--- config.mk ---
export PLATFORM = sky130hd
export DESIGN_NAME = sm4_axis8_chan_sched
export DESIGN_NICKNAME = d
export VERILOG_FILES = /design/src/rtl/sm4_sched_pkg.sv /design/src/rtl/sm4_rr_arb.sv /design/src/rtl/sm4_axis8_chan_sched.sv
export SDC_FILE = /design/constraint.sdc
export NUM_CORES = 1
export LEC_CHECK = 0
export ABC_CLOCK_PERIOD_IN_PS = 5400
export BUFFER_PORTS_ARGS = -buffer_cell sky130_fd_sc_hd__buf_2
export CELL_PAD_IN_SITES_DETAIL_PLACEMENT = 0
export CELL_PAD_IN_SITES_GLOBAL_PLACEMENT = 1
export CORE_AREA = 3 3 291 293
export DETAILED_ROUTE_END_ITERATION = 8
export DIE_AREA = 0 0 294 296
export GPL_TIMING_DRIVEN = 0
export HOLD_SLACK_MARGIN = 0.15
export PLACE_DENSITY = 0.53
export SETUP_SLACK_MARGIN = 0.3
export SLEW_MARGIN = 15
export SYNTH_ARGS = -nofsm -noshare
export SYNTH_HDL_FRONTEND = slang
export SYNTH_SLANG_ARGS = --single-unit
export TNS_END_PERCENT = 20
--- constraint.sdc ---
create_clock -name clk -period 5.4 [get_ports clk]
set_clock_uncertainty 0.1 [all_clocks]
set_input_delay 0.54 -clock clk [delete_from_list [all_inputs] [get_ports clk]]
set_output_delay 0.54 -clock clk [all_outputs]
set_load 0.01 [all_outputs]
--- src/rtl/sm4_sched_pkg.sv ---
// rtl/sm4_sched_pkg.sv - shared types and constants for the SM4 channel scheduler
package sm4_sched_pkg;

    typedef enum logic [2:0] {
        ST_IDLE  = 3'd0,
        ST_ARB   = 3'd1,
        ST_DRAIN = 3'd2,
        ST_KEYLD = 3'd3,
        ST_KWAIT = 3'd4,
        ST_XFER  = 3'd5
    } sched_state_e;

    // Width of the engine tuser field that carries the channel index.
    localparam int TUSER_W      = 8;

    // Cycles the engine needs for key expansion after a key-load strobe.
    localparam int KEY_WAIT_DEF = 40;

    // Width of the key-wait counter; bounds the largest usable KEY_WAIT.
    localparam int KCNT_W       = 16;

endpackage

--- src/rtl/sm4_rr_arb.sv ---
// rtl/sm4_rr_arb.sv - combinational round-robin arbiter, search starts after ptr
module sm4_rr_arb #(
    parameter int NUM_CH = 4,
    parameter int CH_W   = 2
) (
    input  logic [NUM_CH-1:0] req,
    input  logic [CH_W-1:0]   ptr,
    output logic [NUM_CH-1:0] gnt_oh,
    output logic [CH_W-1:0]   gnt_idx,
    output logic              gnt_vld
);

    logic [CH_W-1:0] idx_w;
    int              idx;

    // Scan ptr+1, ptr+2, ... ptr+NUM_CH (wrapping); first requester wins.
    always_comb begin
        gnt_oh  = '0;
        gnt_idx = '0;
        gnt_vld = 1'b0;
        idx     = 0;
        idx_w   = '0;
        for (int k = 1; k <= NUM_CH; k++) begin
            idx = int'(ptr) + k;
            if (idx >= NUM_CH) begin
                idx = idx - NUM_CH;
            end
            idx_w = CH_W'(idx);
            if (!gnt_vld && req[idx_w]) begin
                gnt_vld        = 1'b1;
                gnt_idx        = idx_w;
                gnt_oh[idx_w]  = 1'b1;
            end
        end
    end

endmodule

--- src/rtl/sm4_axis8_chan_sched.sv ---
// rtl/sm4_axis8_chan_sched.sv - time-shares one SM4 byte-stream engine between channels
module sm4_axis8_chan_sched
    import sm4_sched_pkg::*;
#(
    parameter int NUM_CH   = 4,
    parameter int CH_W     = 2,
    parameter int KEY_WAIT = KEY_WAIT_DEF,
    parameter int OUT_W    = 4
) (
    input  logic                  clk,
    input  logic                  rst,
    input  logic [NUM_CH*128-1:0] ch_key,
    input  logic [NUM_CH-1:0]     ch_sel,
    input  logic [NUM_CH-1:0]     ch_key_upd,
    input  logic [NUM_CH*8-1:0]   s_axis_tdata,
    input  logic [NUM_CH-1:0]     s_axis_tvalid,
    input  logic [NUM_CH-1:0]     s_axis_tlast,
    output logic [NUM_CH-1:0]     s_axis_tready,
    output logic                  e_sm4_vld,
    output logic [127:0]          e_sm4_key,
    output logic                  e_sm4_sel,
    output logic [7:0]            e_s_axis_tdata,
    output logic                  e_s_axis_tvalid,
    output logic                  e_s_axis_tlast,
    output logic [TUSER_W-1:0]    e_s_axis_tuser,
    input  logic                  e_s_axis_tready,
    input  logic [7:0]            e_m_axis_tdata,
    input  logic                  e_m_axis_tvalid,
    input  logic                  e_m_axis_tlast,
    input  logic [TUSER_W-1:0]    e_m_axis_tuser,
    output logic [7:0]            m_axis_tdata,
    output logic                  m_axis_tvalid,
    output logic                  m_axis_tlast,
    output logic [CH_W-1:0]       m_axis_tdest
);

    sched_state_e      state_q, state_d;
    logic [CH_W-1:0]   g_q, g_d;
    logic [CH_W-1:0]   ptr_q, ptr_d;
    logic [CH_W-1:0]   ld_ch_q, ld_ch_d;
    logic              ld_valid_q, ld_valid_d;
    logic [NUM_CH-1:0] dirty_q, dirty_d;
    logic [OUT_W-1:0]  out_cnt_q, out_cnt_d;
    logic [KCNT_W-1:0] kcnt_q, kcnt_d;
    logic              e_sm4_vld_q, e_sm4_vld_d;
    logic [127:0]      key_q, key_d;
    logic              sel_q, sel_d;

    logic [NUM_CH-1:0] gnt_oh;
    logic [CH_W-1:0]   gnt_idx;
    logic              gnt_vld;

    logic [7:0]        g_tdata;
    logic              g_tvalid;
    logic              g_tlast;
    logic              xfer;
    logic              out_full;
    logic              stall;
    logic              hs_last;
    logic              out_dec;
    logic              unused_bits;

    sm4_rr_arb #(
        .NUM_CH (NUM_CH),
        .CH_W   (CH_W)
    ) u_arb (
        .req     (s_axis_tvalid),
        .ptr     (ptr_q),
        .gnt_oh  (gnt_oh),
        .gnt_idx (gnt_idx),
        .gnt_vld (gnt_vld)
    );

    // Granted-channel input mux and engine-side stream; the tlast beat is
    // held off while the outstanding-packet counter is saturated.
    always_comb begin
        g_tdata  = s_axis_tdata[{g_q, 3'b000} +: 8];
        g_tvalid = s_axis_tvalid[g_q];
        g_tlast  = s_axis_tlast[g_q];
        xfer     = (state_q == ST_XFER);
        out_full = &out_cnt_q;
        stall    = g_tlast && out_full;

        e_s_axis_tdata  = g_tdata;
        e_s_axis_tvalid = xfer && g_tvalid && !stall;
        e_s_axis_tlast  = xfer && g_tlast;
        e_s_axis_tuser  = TUSER_W'(g_q);

        s_axis_tready = '0;
        for (int i = 0; i < NUM_CH; i++) begin
            s_axis_tready[i] = xfer && (g_q == CH_W'(i)) && e_s_axis_tready && !stall;
        end

        hs_last = e_s_axis_tvalid && e_s_axis_tready && g_tlast;
        out_dec = e_m_axis_tvalid && e_m_axis_tlast;
    end

    // Scheduler next-state: arbitration, drain, key load, key wait, transfer.
    always_comb begin
        state_d     = state_q;
        g_d         = g_q;
        ptr_d       = ptr_q;
        ld_ch_d     = ld_ch_q;
        ld_valid_d  = ld_valid_q;
        dirty_d     = dirty_q;
        out_cnt_d   = out_cnt_q;
        kcnt_d      = kcnt_q;
        e_sm4_vld_d = 1'b0;
        key_d       = key_q;
        sel_d       = sel_q;

        if (hs_last && !out_dec && !out_full) begin
            out_cnt_d = out_cnt_q + OUT_W'(1);
        end else if (out_dec && !hs_last && (out_cnt_q != '0)) begin
            out_cnt_d = out_cnt_q - OUT_W'(1);
        end

        case (state_q)
            ST_IDLE: begin
                if (|s_axis_tvalid) begin
                    state_d = ST_ARB;
                end
            end
            ST_ARB: begin
                if (gnt_vld) begin
                    g_d = gnt_idx;
                    if (ld_valid_q && (ld_ch_q == gnt_idx) && !dirty_q[gnt_idx]) begin
                        state_d = ST_XFER;
                    end else begin
                        state_d = ST_DRAIN;
                    end
                end else begin
                    state_d = ST_IDLE;
                end
            end
            ST_DRAIN: begin
                // Engine must be empty before its key changes under it.
                if (out_cnt_q == '0) begin
                    state_d     = ST_KEYLD;
                    e_sm4_vld_d = 1'b1;
                    key_d       = ch_key[{g_q, 7'b0000000} +: 128];
                    sel_d       = ch_sel[g_q];
                end
            end
            ST_KEYLD: begin
                ld_ch_d       = g_q;
                ld_valid_d    = 1'b1;
                dirty_d[g_q]  = 1'b0;
                kcnt_d        = '0;
                state_d       = ST_KWAIT;
            end
            ST_KWAIT: begin
                if (kcnt_q == KCNT_W'(KEY_WAIT - 1)) begin
                    state_d = ST_XFER;
                end else begin
                    kcnt_d = kcnt_q + KCNT_W'(1);
                end
            end
            ST_XFER: begin
                if (hs_last) begin
                    ptr_d   = g_q;
                    state_d = ST_IDLE;
                end
            end
            default: state_d = ST_IDLE;
        endcase

        // A fresh update always survives a same-cycle clear from KEYLD.
        dirty_d = dirty_d | ch_key_upd;
    end

    // All scheduler state, asynchronously cleared.
    always_ff @(posedge clk or posedge rst) begin
        if (rst) begin
            state_q     <= ST_IDLE;
            g_q         <= '0;
            ptr_q       <= '0;
            ld_ch_q     <= '0;
            ld_valid_q  <= 1'b0;
            dirty_q     <= '0;
            out_cnt_q   <= '0;
            kcnt_q      <= '0;
            e_sm4_vld_q <= 1'b0;
            key_q       <= '0;
            sel_q       <= 1'b0;
        end else begin
            state_q     <= state_d;
            g_q         <= g_d;
            ptr_q       <= ptr_d;
            ld_ch_q     <= ld_ch_d;
            ld_valid_q  <= ld_valid_d;
            dirty_q     <= dirty_d;
            out_cnt_q   <= out_cnt_d;
            kcnt_q      <= kcnt_d;
            e_sm4_vld_q <= e_sm4_vld_d;
            key_q       <= key_d;
            sel_q       <= sel_d;
        end
    end

    assign e_sm4_vld     = e_sm4_vld_q;
    assign e_sm4_key     = key_q;
    assign e_sm4_sel     = sel_q;

    assign m_axis_tdata  = e_m_axis_tdata;
    assign m_axis_tvalid = e_m_axis_tvalid;
    assign m_axis_tlast  = e_m_axis_tlast;
    assign m_axis_tdest  = e_m_axis_tuser[CH_W-1:0];

    assign unused_bits   = ^{e_m_axis_tuser[TUSER_W-1:CH_W], gnt_oh};

endmodule

==> results of run 1 <==
[cell type report]
type | instances | area (um^2) | area share [%]
plain buffers | 71 | 362 | 2.30
clock buffers | 18 | 429 | 2.73
well taps | 1070 | 1340 | 8.51
multi-input cells | 425 | 5600 | 35.6
diodes | 5 | 12.5 | 0.0795
repair buffers | 730 | 3740 | 23.8
inverters | 7 | 33.8 | 0.215
clock inverters | 14 | 118 | 0.747
flip-flops and latches | 164 | 4100 | 26.1
[cell usage in the layout (no fill, tap or decap), drive strengths merged, types with 3 or more instances in the layout]
cell type | synthesis | routed
clkbuf | 28 | 46
nor4 | 3 | 3
mux2i | 4 | 4
conb | 1 | 6
o21ai | 6 | 6
diode | 0 | 5
clkinv | 0 | 6
nand3b | 3 | 3
a21o | 4 | 4
buf | 43 | 768
and4 | 3 | 3
nand3 | 11 | 11
ha | 3 | 3
dfrtp | 164 | 164
mux2 | 134 | 134
xor2 | 16 | 16
nand2b | 8 | 8
and3 | 9 | 9
dlygate4sd3 | 0 | 5
inv | 7 | 15
a21oi | 4 | 4
nand4 | 7 | 7
nand2 | 18 | 18
nor2 | 23 | 23
nor3 | 3 | 3
mux4 | 139 | 139
[Yosys cell counts (2+ instances only)]
cell type  instances
nor2_1            23
nand3_1           11
nand2_1           17
mux2i_1            3
nand3b_1           3
nor3b_1            2
buf_1             12
nor3_1             3
and2_1             2
mux2_2           132
nor4_1             3
mux4_2           139
dfrtp_1          164
o21ai_0            5
buf_2             12
buf_4             18
mux2_1             2
clkbuf_1          28
nand4_1            7
ha_1               3
and3_1             8
a21o_1             4
inv_1              7
a21oi_1            4
and4_1             2
xor2_1            16
nand2b_1           8
[stage by stage]
stage                     utilization [%]  hold slack, ns  total power [mW]  area [um^2]  instances
after global routing                 19.2           0.374              7.91        15700       2503
final                                19.2           0.383              7.34        15700       2504
after CTS                            19.1           0.330              7.61        15700       2499
after global placement               18.3           0.375              6.21        15000       2459
after floorplan                         -           0.349              4.43        10100        667
after detailed placement             18.4           0.369              6.32        15100       2462
[critical path, stage by stage (launching register included)]
cell,delay (ns)
dfrtp_1,0.34
clkbuf_1,0.37
clkbuf_1,0.69
clkbuf_1,0.69
clkbuf_1,0.58
mux4_2,0.40
buf_2,0.15
[cell families after synthesis]
logic type	after synthesis
flops	164
fa+ha+maj	4
mux	277
buf+inv	78
xor+xnor	17
compound gates	22
simple gates	99
other cells	1
[state kept, by name, indices dropped and copies added (netlist names)]
| name | count |
|---|---|
| dirty_q | 4 |
| e_sm4_key | 128 |
| e_sm4_sel | 1 |
| e_sm4_vld | 1 |
| g_q | 2 |
| kcnt_q | 16 |
| ld_ch_q | 2 |
| ld_valid_q | 1 |
| out_cnt_q | 4 |
| ptr_q | 2 |
| state_q | 3 |
[power by group]
part / switching [mW] / internal, mW
registers: 0.313 / 1.78
clock network: 0.613 / 0.603
logic: 2.06 / 1.97
[worst min path at each step]
| stage | start | to | slack, ns |
|---|---|---|---|
| 2_1_floorplan | dirty_q[1]$_DFF_PP0_ | dirty_q[1]$_DFF_PP0_ | 0.35 |
| 3_3_place_gp | ld_valid_q$_DFFE_PP0P_ | ld_valid_q$_DFFE_PP0P_ | 0.37 |
| 3_5_place_dp | dirty_q[2]$_DFF_PP0_ | dirty_q[2]$_DFF_PP0_ | 0.37 |
| 4_1_cts | s_axis_tvalid[0] | g_q[0]$_DFFE_PP0P_ | 0.33 |
| 5_1_grt | ch_key[83] | e_sm4_key[83]$_DFFE_PP0P_ | 0.37 |
| 6_report | dirty_q[1]$_DFF_PP0_ | dirty_q[1]$_DFF_PP0_ | 0.38 |
[routing by layer]
metal / routed length, um / vias up / track usage, %
met4: 1480 / 4 / 3.99
met1: 20100 / 4713 / 13.0
li1: - / 4112 / -
met2: 27000 / 507 / 20.8
met5: 21 / - / 0
met3: 4540 / 55 / 4.07
==> summary.md, run 1 <==
| Metric | Value |
|---|---|
| Status | finished clean |
| Simple-Gate Fraction of Synth Area | around 5.3% |
| Largest family of logic cells by synthesized area | multiplexers |
| Setup_tns | 0 ns |
| Clock sinks | 164 |
| FF-to-FF End | out_cnt_q[3]$_DFFE_PP0P_ |
| Gpl congestion | slightly below 0.9 |
| Worst R2R Path Depth | 11 |
| Setup repair bufs after CTS | 0 |
| Most area-hungry cell type in the Yosys netlist | dfrtp_1 |
| Setup CP Type | reg -> out |
| Synth Register Bits | approximately 160 |
| Gr ovfl total | 0 |
| Critical path required time | 4.76 ns |
| Critical path endpoint | e_s_axis_tdata[7] |
| Post-DR wirelength/cell | 21.2 um |
| Setup crit start | g_q[1]$_DFFE_PP0P_ |
| Final Hold Viols | 0 |
| Final worst-path cycle share | 80.2% |
| Ys flop type | dfrtp_1 |
| H-tree level count | 4 |
| Worst skew pair latency | 0.46 ns |
| EDFF count, synth | 0 |
| XOR/XNOR share of the synthesized area | 1.48% |
| Synth Instances | 662 |
| Synth top area cells | dfrtp_1 41%, mux4_2 31%, mux2_2 15%, xor2_1 1.4%, buf_4 1.3% |
| Area Growth Syn to Fin | 56.3% |
| Max-slew violations | 0 |
| Setup WS pre-CTS | approximately 1.5 ns |
| Port Buffers | 722 |
| Fillers | 9017 |
| Flop2flop setup slack | 2.17 ns |
| Drt first pass iters | 4 |
| Starting Density | 12.3% |
| Worst setup EP type | primary output |
| Core Region | ~80000 um^2 |
| Clock Root Buffer | clkbuf_16 |
| Multiplexer area fraction after synthesis | 46.6% |
| Worst hold-check path type | reg -> reg |
| Post-DP HPWL | ~46000 um |
| RSZ-0062 raised after global routing | no |
| Final net count | 2001 |
| DRT iter0 DRCs | around 340 |
| Post-synth ARST share | 100% |
| Post-DRT Antenna Nets | 0 |
| Via Count | 9391 |
| Synth cell types | 51 |
| Slew HR | 32.1% |
| FF-to-FF Start | g_q[1]$_DFFE_PP0P_ |
| F_max | 231 MHz |
| Die H | 296 um |
| Seq/Total Area, Yosys | 40.8% |
| Post-Synth Adder-Cell Area | less than 1% |
| DIE WIDTH | around 300 um |
| Largest net degree at the start of global routing | 90 |
| Fin worst setup slack | around 1.1 ns |
| Leakage | 7.27 nW |
| Hold Buf Count CTS | 5 |
| Die ar. | 87000 um^2 |
| CTS Buffer Depth | 2 |
| Startpoint types | register |
| Max IR drop VDD | approximately 0.00021 V |
| Synth Cell Area | 10100 um^2 |
| Initial antenna violation count | 14 |
| Cts repair resizes | 0 |
| Max-Cap Viols | 0 |
| P per Cell Area | 466 nW/um^2 |
| Share of layout cells above drive strength 1 | 74.8% |
| Worst-Margin Slew | 1.02 ns |
| CTS tree | built |
| Synth Area in Compound Gates | 1.40% |
| Post-synth top area share | 40.8% |
| # setup viols final | 0 |
| Fin crit period | 4.33 ns |
| Hold path cells | 1 |
| Clk slew on worst S/H paths | 0.07 ns |
| I/O Pins | 745 |
| Total track usage | 11.7% |
| First-pass GRT wire length | 72400 um |
| Row cnt | 105 |
| Worst EP arrival | 3.69 ns |
| Vias in the first global route | slightly above 10000 |
| Synth Warn # | 0 |
| DRT Wirelength | between 50000 and 60000 um |
| Via/cell ratio | 3.75 |
| Syn avg cell area | between 15 and 20 um^2 |
| Number of remaining DRC errors | 0 |
| Worst Path Max Fanout | 10 |
| Cts bufs inserted | 17 |
No activity file was read; power rests on OpenSTA's default activity.
==> run 2, diff against run 1 <==
--- a/config.mk
+++ b/config.mk
@@ -5,7 +5,7 @@
 export SDC_FILE = /design/constraint.sdc
 export NUM_CORES = 1
 export LEC_CHECK = 0
-export ABC_CLOCK_PERIOD_IN_PS = 5400
+export ABC_CLOCK_PERIOD_IN_PS = 3700
 export BUFFER_PORTS_ARGS = -buffer_cell sky130_fd_sc_hd__buf_2
 export CELL_PAD_IN_SITES_DETAIL_PLACEMENT = 0
 export CELL_PAD_IN_SITES_GLOBAL_PLACEMENT = 1
==> constraint.sdc (replaced) <==
create_clock -name clk -period 3.7 [get_ports clk]
set_clock_uncertainty 0.1 [all_clocks]
set_input_delay 0.37 -clock clk [delete_from_list [all_inputs] [get_ports clk]]
set_output_delay 0.37 -clock clk [all_outputs]
set_load 0.01 [all_outputs]
==> summary.md, run 2 (synthesis gave the netlist of run 1 again) <==
| Metric | Value |
|---|---|
| Initial antenna violation count | 15 (was 14) |
| Die ar. | 87000 um^2 (unchanged) |
| Slew HR | 29.8% (was 32.1%) |
| Fin crit period | 3.26 ns |
| Final worst-path cycle share | 88.0% |
| Worst-Margin Slew | 1.05 ns (was 1.02 ns) |
| Sequence of cells on the critical path | buf_2, mux4_2, and3_4, and4_4, buf_6, nand3_1, ha_1, a21o_1, a21oi_1, mux2i_4, xor2_1 (was clkbuf_1, clkbuf_1, clkbuf_1, clkbuf_1, mux4_2, buf_2) |
| Largest net degree at the start of global routing | 36 (was 90) |
| Final net count | 2006 (was 2001) |
| Clk slew on worst S/H paths | 0.09 ns (was 0.07 ns) |
| Total track usage | 12.1% (was 11.7%) |
| CTS tree | built (unchanged) |
| I/O Pins | 745 (unchanged) |
| Vias in the first global route | 10543 (was 10237) |
| Share of layout cells above drive strength 1 | 75.2% (was 74.8%) |
| Critical path required time | 4.00 ns (was 4.76 ns) |
| Core Region | 82100 um^2 (unchanged) |
| Max-slew violations | 0 (unchanged) |
| CTS Buffer Depth | 2 (unchanged) |
| Worst hold-check path type | in -> reg (was reg -> reg) |
| Post-DRT Antenna Nets | 0 (unchanged) |
| Row cnt | 105 (unchanged) |
| Die H | 296 um (unchanged) |
| Post-DR wirelength/cell | 22.0 um (was 21.2 um) |
| Gpl congestion | 0.921 (was 0.869) |
| Area Growth Syn to Fin | 57.7% (was 56.3%) |
| WP buf/inv | 2 (was 5) |
| Most common cell after layout, fill and taps aside | buf_2 (unchanged) |
| Clock Root Buffer | clkbuf_16 (unchanged) |
| Worst Path Max Fanout | 6 (was 10) |
| Final Hold Viols | 0 (unchanged) |
| Critical Path Slowest Stage Cell | mux4_2 (was clkbuf_1) |
| First-pass GRT wire length | 74700 um (was 72400 um) |
| Largest register FFs | 128 (unchanged) |
| Worst setup EP type | register (was primary output) |
| Setup repair bufs after CTS | 0 (unchanged) |
| Leakage | 7.33 nW (was 7.27 nW) |
| Worst skew pair latency | 0.48 ns (was 0.46 ns) |
| Setup_tns | 0 ns (unchanged) |
| H-tree level count | 4 (unchanged) |
| Drt first pass iters | 4 (unchanged) |
| Clock sinks | 164 (unchanged) |
| Port Buffers | 722 (unchanged) |
| # setup viols final | 0 (unchanged) |
| Most frequent cells in the layout | 736 x buf_2, 164 x dfrtp_1, 139 x mux4_2 (was 734 x buf_2, 164 x dfrtp_1, 139 x mux4_2) |
| P per Cell Area | 684 nW/um^2 (was 466 nW/um^2) |
| Number of remaining DRC errors | 0 (unchanged) |
| DRT iter0 DRCs | 299 (was 341) |
| Delay-heaviest family, CP | multiplexers (was buffers and inverters) |
| RSZ-0062 raised after global routing | yes (was no) |
| Flop2flop setup slack | 0.44 ns (was 2.17 ns) |
| Post-DP HPWL | 48400 um (was 46100 um) |
| Via/cell ratio | 3.81 (was 3.75) |
| DRT Wirelength | 55200 um (was 53200 um) |
| Startpoint types | register (unchanged) |
| Starting Density | 12.3% (unchanged) |
| Max-Cap Viols | 0 (unchanged) |
| Final core occ | 19.3% (was 19.2%) |
| Cts bufs inserted | 17 (unchanged) |
| Worst EP arrival | 3.56 ns (was 3.69 ns) |
| F_max | 307 MHz |
| Gr ovfl total | 0 (unchanged) |
| Via Count | 9549 (was 9391) |
| Status | finished clean (unchanged) |
| Highest cell delay on the worst timing path | 0.57 ns (was 0.69 ns) |
| Setup CP Type | reg -> reg (was reg -> out) |
| Max IR drop VDD | 0.000343 V (was 0.000213 V) |
| DIE WIDTH | 294 um (unchanged) |
run 2: routing by layer:
metal | GRT usage, % | vias to the layer above | part of all wire, %
met3 | 4.40 | 81 | 9.3
met4 | 4.17 | 14 | 2.8
met2 | 21.6 | 530 | 52
li1 | - | 4120 | -
met1 | 13.3 | 4804 | 36
met5 | 0 | - | 0.18
run 2: worst register-to-register path: cells and delay by family (launching register included):
kind                     cells  cell delay, ns
XOR/XNOR                     1            0.17
adder cells (fa/ha/maj)      1            0.29
AND/OR/NAND/NOR              3            0.63
flip-flops                   1            0.36
AO/OA/AOI/OAI                2            0.44
buffers and inverters        2            0.34
multiplexers                 2            0.85
run 2: power by group:
group / internal [mW] / switching [mW]
Combinational: 2.90 / 3.04
Sequential: 2.60 / 0.477
Clock: 0.903 / 0.951
run 2: layout make-up:
| cell class | count | area, um^2 |
|---|---|---|
| Fill cell | 8981 | 66200 |
| Multi-Input combinational cell | 425 | 5610 |
| Sequential cell | 164 | 4100 |
| Timing Repair Buffer | 735 | 3840 |
| Tap cell | 1070 | 1340 |
| Clock buffer | 17 | 425 |
| Buffer | 71 | 373 |
| Clock inverter | 15 | 158 |
| Inverter | 7 | 30.0 |
| Antenna cell | 4 | 10.0 |
run 2: metrics by stage:
stage               cells  instance area, um^2  hold WS [ns]  worst slack (ns)  power, mW
CTS                  2504                15900         0.167             0.262       11.2
finish               2508                15900         0.226             0.443       10.9
global placement     2459                15000         0.372            -0.470       9.08
floorplan             667                10100         0.349             0.683       6.46
detailed placement   2466                15200         0.369            -0.156       9.24
global route         2506                15900         0.196             0.275       11.6
run 2: path summary, 6_finish.rpt:
| path | start | endpoint | cells after the start |
|---|---|---|---|
| max | g_q[0]$_DFFE_PP0P_ | out_cnt_q[3]$_DFFE_PP0P_ | 11 |
| max reg2reg | g_q[0]$_DFFE_PP0P_ | out_cnt_q[3]$_DFFE_PP0P_ | 11 |
| min in group asynchronous | rst | e_sm4_key[34]$_DFFE_PP0P_ | 3 |
| min | ch_key[293] | e_sm4_key[37]$_DFFE_PP0P_ | 3 |
| min reg2reg | dirty_q[2]$_DFF_PP0_ | dirty_q[2]$_DFF_PP0_ | 1 |
| max in group asynchronous | rst | g_q[1]$_DFFE_PP0P_ | 6 |
run 2: timing repair:
item,CTS,global route
hold buffers,6,0
gates resized for setup,5,5
endpoints found under the hold margin,31,0
setup endpoints to repair,116,6
==> run 3, diff against run 2 <==
--- a/config.mk
+++ b/config.mk
@@ -5,13 +5,13 @@
 export SDC_FILE = /design/constraint.sdc
 export NUM_CORES = 1
 export LEC_CHECK = 0
-export ABC_CLOCK_PERIOD_IN_PS = 3700
+export ABC_CLOCK_PERIOD_IN_PS = 3400
 export BUFFER_PORTS_ARGS = -buffer_cell sky130_fd_sc_hd__buf_2
 export CELL_PAD_IN_SITES_DETAIL_PLACEMENT = 0
 export CELL_PAD_IN_SITES_GLOBAL_PLACEMENT = 1
-export CORE_AREA = 3 3 291 293
+export CORE_AREA = 3 3 285 287
 export DETAILED_ROUTE_END_ITERATION = 8
-export DIE_AREA = 0 0 294 296
+export DIE_AREA = 0 0 288 290
 export GPL_TIMING_DRIVEN = 0
 export HOLD_SLACK_MARGIN = 0.15
 export PLACE_DENSITY = 0.53
==> constraint.sdc (replaced) <==
create_clock -name clk -period 3.4 [get_ports clk]
set_clock_uncertainty 0.1 [all_clocks]
set_input_delay 0.34 -clock clk [delete_from_list [all_inputs] [get_ports clk]]
set_output_delay 0.34 -clock clk [all_outputs]
set_load 0.01 [all_outputs]
==> summary.md, run 3 (synthesis gave the netlist of run 1 again) <==
| Metric | Value |
|---|---|
| Via/cell ratio | 3.78 (was 3.81) |
| Worst Path Max Fanout | 6 (unchanged) |
| Clock sinks | 164 (unchanged) |
| Setup_tns | 0 ns (unchanged) |
| Cts bufs inserted | 17 (unchanged) |
| Area Growth Syn to Fin | 58.3% (was 57.7%) |
| Highest cell delay on the worst timing path | 0.58 ns (was 0.57 ns) |
| Total track usage | 12.3% (was 12.1%) |
| Starting Density | 12.8% (was 12.3%) |
| Drt first pass iters | 4 (unchanged) |
| Setup repair bufs after CTS | 0 (unchanged) |
| Post-DR wirelength/cell | 21.4 um (was 22.0 um) |
| Worst hold-check path type | in -> reg (unchanged) |
| Most common cell after layout, fill and taps aside | buf_2 (unchanged) |
| Share of layout cells above drive strength 1 | 75.5% (was 75.2%) |
| WP buf/inv | 2 (unchanged) |
| Max-Cap Viols | 0 (unchanged) |
| Max-slew violations | 0 (unchanged) |
| F_max | 333 MHz (was 307 MHz) |
| H-tree level count | 4 (unchanged) |
| Clk slew on worst S/H paths | 0.08 ns (was 0.09 ns) |
| Clock Root Buffer | clkbuf_16 (unchanged) |
| DRT Wirelength | 53200 um (was 55200 um) |
| Worst skew pair latency | 0.46 ns (was 0.48 ns) |
| DP Cell Count | 2447 (was 2466) |
| DRT iter0 DRCs | 401 (was 299) |
| # setup viols final | 0 (unchanged) |
| CTS Buffer Depth | 2 (unchanged) |
| First-pass GRT wire length | 73300 um (was 74700 um) |
| Vias in the first global route | 10358 (was 10543) |
| Fin Hold WS | 0.212 ns (was 0.226 ns) |
| Initial antenna violation count | 12 (was 15) |
| Max IR drop VDD | 0.000357 V (was 0.000343 V) |
| Fin crit period | 3.01 ns (was 3.26 ns) |
| Setup WS pre-CTS | -0.314 ns (was -0.156 ns) |
| CTS tree | built (unchanged) |
| Via Count | 9416 (was 9549) |
| Row cnt | 103 (was 105) |
| Gpl congestion | 0.930 (was 0.921) |
| Fin worst setup slack | 0.393 ns (was 0.443 ns) |
| Final core occ | 20.2% (was 19.3%) |
| Critical path required time | 3.69 ns (was 4.00 ns) |
| Worst setup EP type | register (unchanged) |
| Post-DRT Antenna Nets | 0 (unchanged) |
| Final Hold Viols | 0 (unchanged) |
| Post-Layout Cell Count | 2490 (was 2508) |
| Die H | 290 um (was 296 um) |
| Post-DP HPWL | 46200 um (was 48400 um) |
| Startpoint types | register (unchanged) |
| Status | finished clean (unchanged) |
| Gr ovfl total | 0 (unchanged) |
| DIE WIDTH | 288 um (was 294 um) |
| Final net count | 2010 (was 2006) |
| Port Buffers | 722 (unchanged) |
| Core Region | 78900 um^2 (was 82100 um^2) |
| Delay-heaviest family, CP | multiplexers (unchanged) |
| Leakage | 7.38 nW (was 7.33 nW) |
| P per Cell Area | 750 nW/um^2 (was 684 nW/um^2) |
| Critical Path Slowest Stage Cell | mux4_2 (unchanged) |
| I/O Pins | 745 (unchanged) |
| Number of remaining DRC errors | 0 (unchanged) |
| Fillers | 8696 (was 8981) |
| Worst EP arrival | 3.30 ns (was 3.56 ns) |
| Setup CP Type | reg -> reg (unchanged) |
| Worst-Margin Slew | 1.15 ns (was 1.05 ns) |
| Largest net degree at the start of global routing | 32 (was 36) |
| Largest register FFs | 128 (unchanged) |
| Slew HR | 23.0% (was 29.8%) |
| Sequence of cells on the critical path | buf_2, mux4_2, and3_4, and4_4, buf_6, nand3_2, ha_1, a21o_1, a21oi_2, mux2i_4, xor2_1 (was buf_2, mux4_2, and3_4, and4_4, buf_6, nand3_1, ha_1, a21o_1, a21oi_1, mux2i_4, xor2_1) |
| Final worst-path cycle share | 88.5% (was 88.0%) |
| RSZ-0062 raised after global routing | yes (unchanged) |
| Die ar. | 83500 um^2 (was 87000 um^2) |
| Most frequent cells in the layout | 735 x buf_2, 164 x dfrtp_1, 139 x mux4_2 (was 736 x buf_2, 164 x dfrtp_1, 139 x mux4_2) |
-- run 3: cell types whose count changed in the layout (fill, tap and decap cells not counted), moves of 3 or more --
| cell | before | now |
|---|---|---|
| clkbuf_2 | 3 | 7 |
| buf_1 | 12 | 9 |
| clkinvlp_4 | 4 | 1 |
| dlygate4sd3_1 | 6 | 9 |
| inv_6 | 3 | 6 |
-- run 3: final cells by class --
type / instances / area (um^2) / share of cell area (%)
well taps: 1050 / 1310 / 8.25
diodes: 2 / 5.00 / 0.0314
repair buffers: 739 / 3890 / 24.4
plain buffers: 71 / 388 / 2.43
multi-input cells: 425 / 5620 / 35.3
inverters: 7 / 30.0 / 0.188
flip-flops and latches: 164 / 4100 / 25.8
clock buffers: 17 / 425 / 2.67
clock inverters: 15 / 159 / 0.997
-- run 3: what timing repair did --
item / 4_1_cts / 5_1_grt
setup endpoints to repair: 127 / 31
hold buffers: 9 / 0
pin swaps: 0 / 0
gates resized for setup: 13 / 4
endpoints found under the hold margin: 51 / 0
-- run 3: where the power goes --
group | switching, mW | total (mW) | internal [mW]
sequential | 0.534 | 3.36 | 2.83
combinational | 3.35 | 6.54 | 3.18
clock | 1.00 | 2.05 | 1.04
-- run 3: per-stage QoR --
| step | area, um^2 | total power, mW |
|---|---|---|
| after global placement | 15000 | 9.99 |
| after floorplan | 10100 | 7.03 |
| after detailed placement | 15200 | 10.2 |
| after CTS | 15900 | 12.3 |
| final | 15900 | 11.9 |
| after global routing | 15900 | 12.8 |
-- run 3: final timing paths --
| path | from | depth (start not counted) | slack [ns] | to |
|---|---|---|---|---|
| max | g_q[0]$_DFFE_PP0P_ | 11 | 0.39 | out_cnt_q[3]$_DFFE_PP0P_ |
| min | ch_key[49] | 3 | 0.21 | e_sm4_key[49]$_DFFE_PP0P_ |
| max reg2reg | g_q[0]$_DFFE_PP0P_ | 11 | 0.39 | out_cnt_q[3]$_DFFE_PP0P_ |
| min reg2reg | dirty_q[2]$_DFF_PP0_ | 1 | 0.39 | dirty_q[2]$_DFF_PP0_ |
| max in group asynchronous | rst | 5 | 2.05 | e_sm4_key[45]$_DFFE_PP0P_ |
| min in group asynchronous | rst | 3 | 0.37 | e_sm4_key[101]$_DFFE_PP0P_ |
-- run 3: worst min-delay path, stage by stage --
cell	delay, ns
buf_2	0.07
mux4_2	0.21
mux2_2	0.13
-- run 3: per-layer routing --
| layer | track usage [%] | share of wire (%) |
|---|---|---|
| met4 | 3.08 | 1.6 |
| met1 | 14.3 | 39 |
| met2 | 22.2 | 52 |
| met3 | 3.28 | 7.5 |
| met5 | 0 | 0.051 |
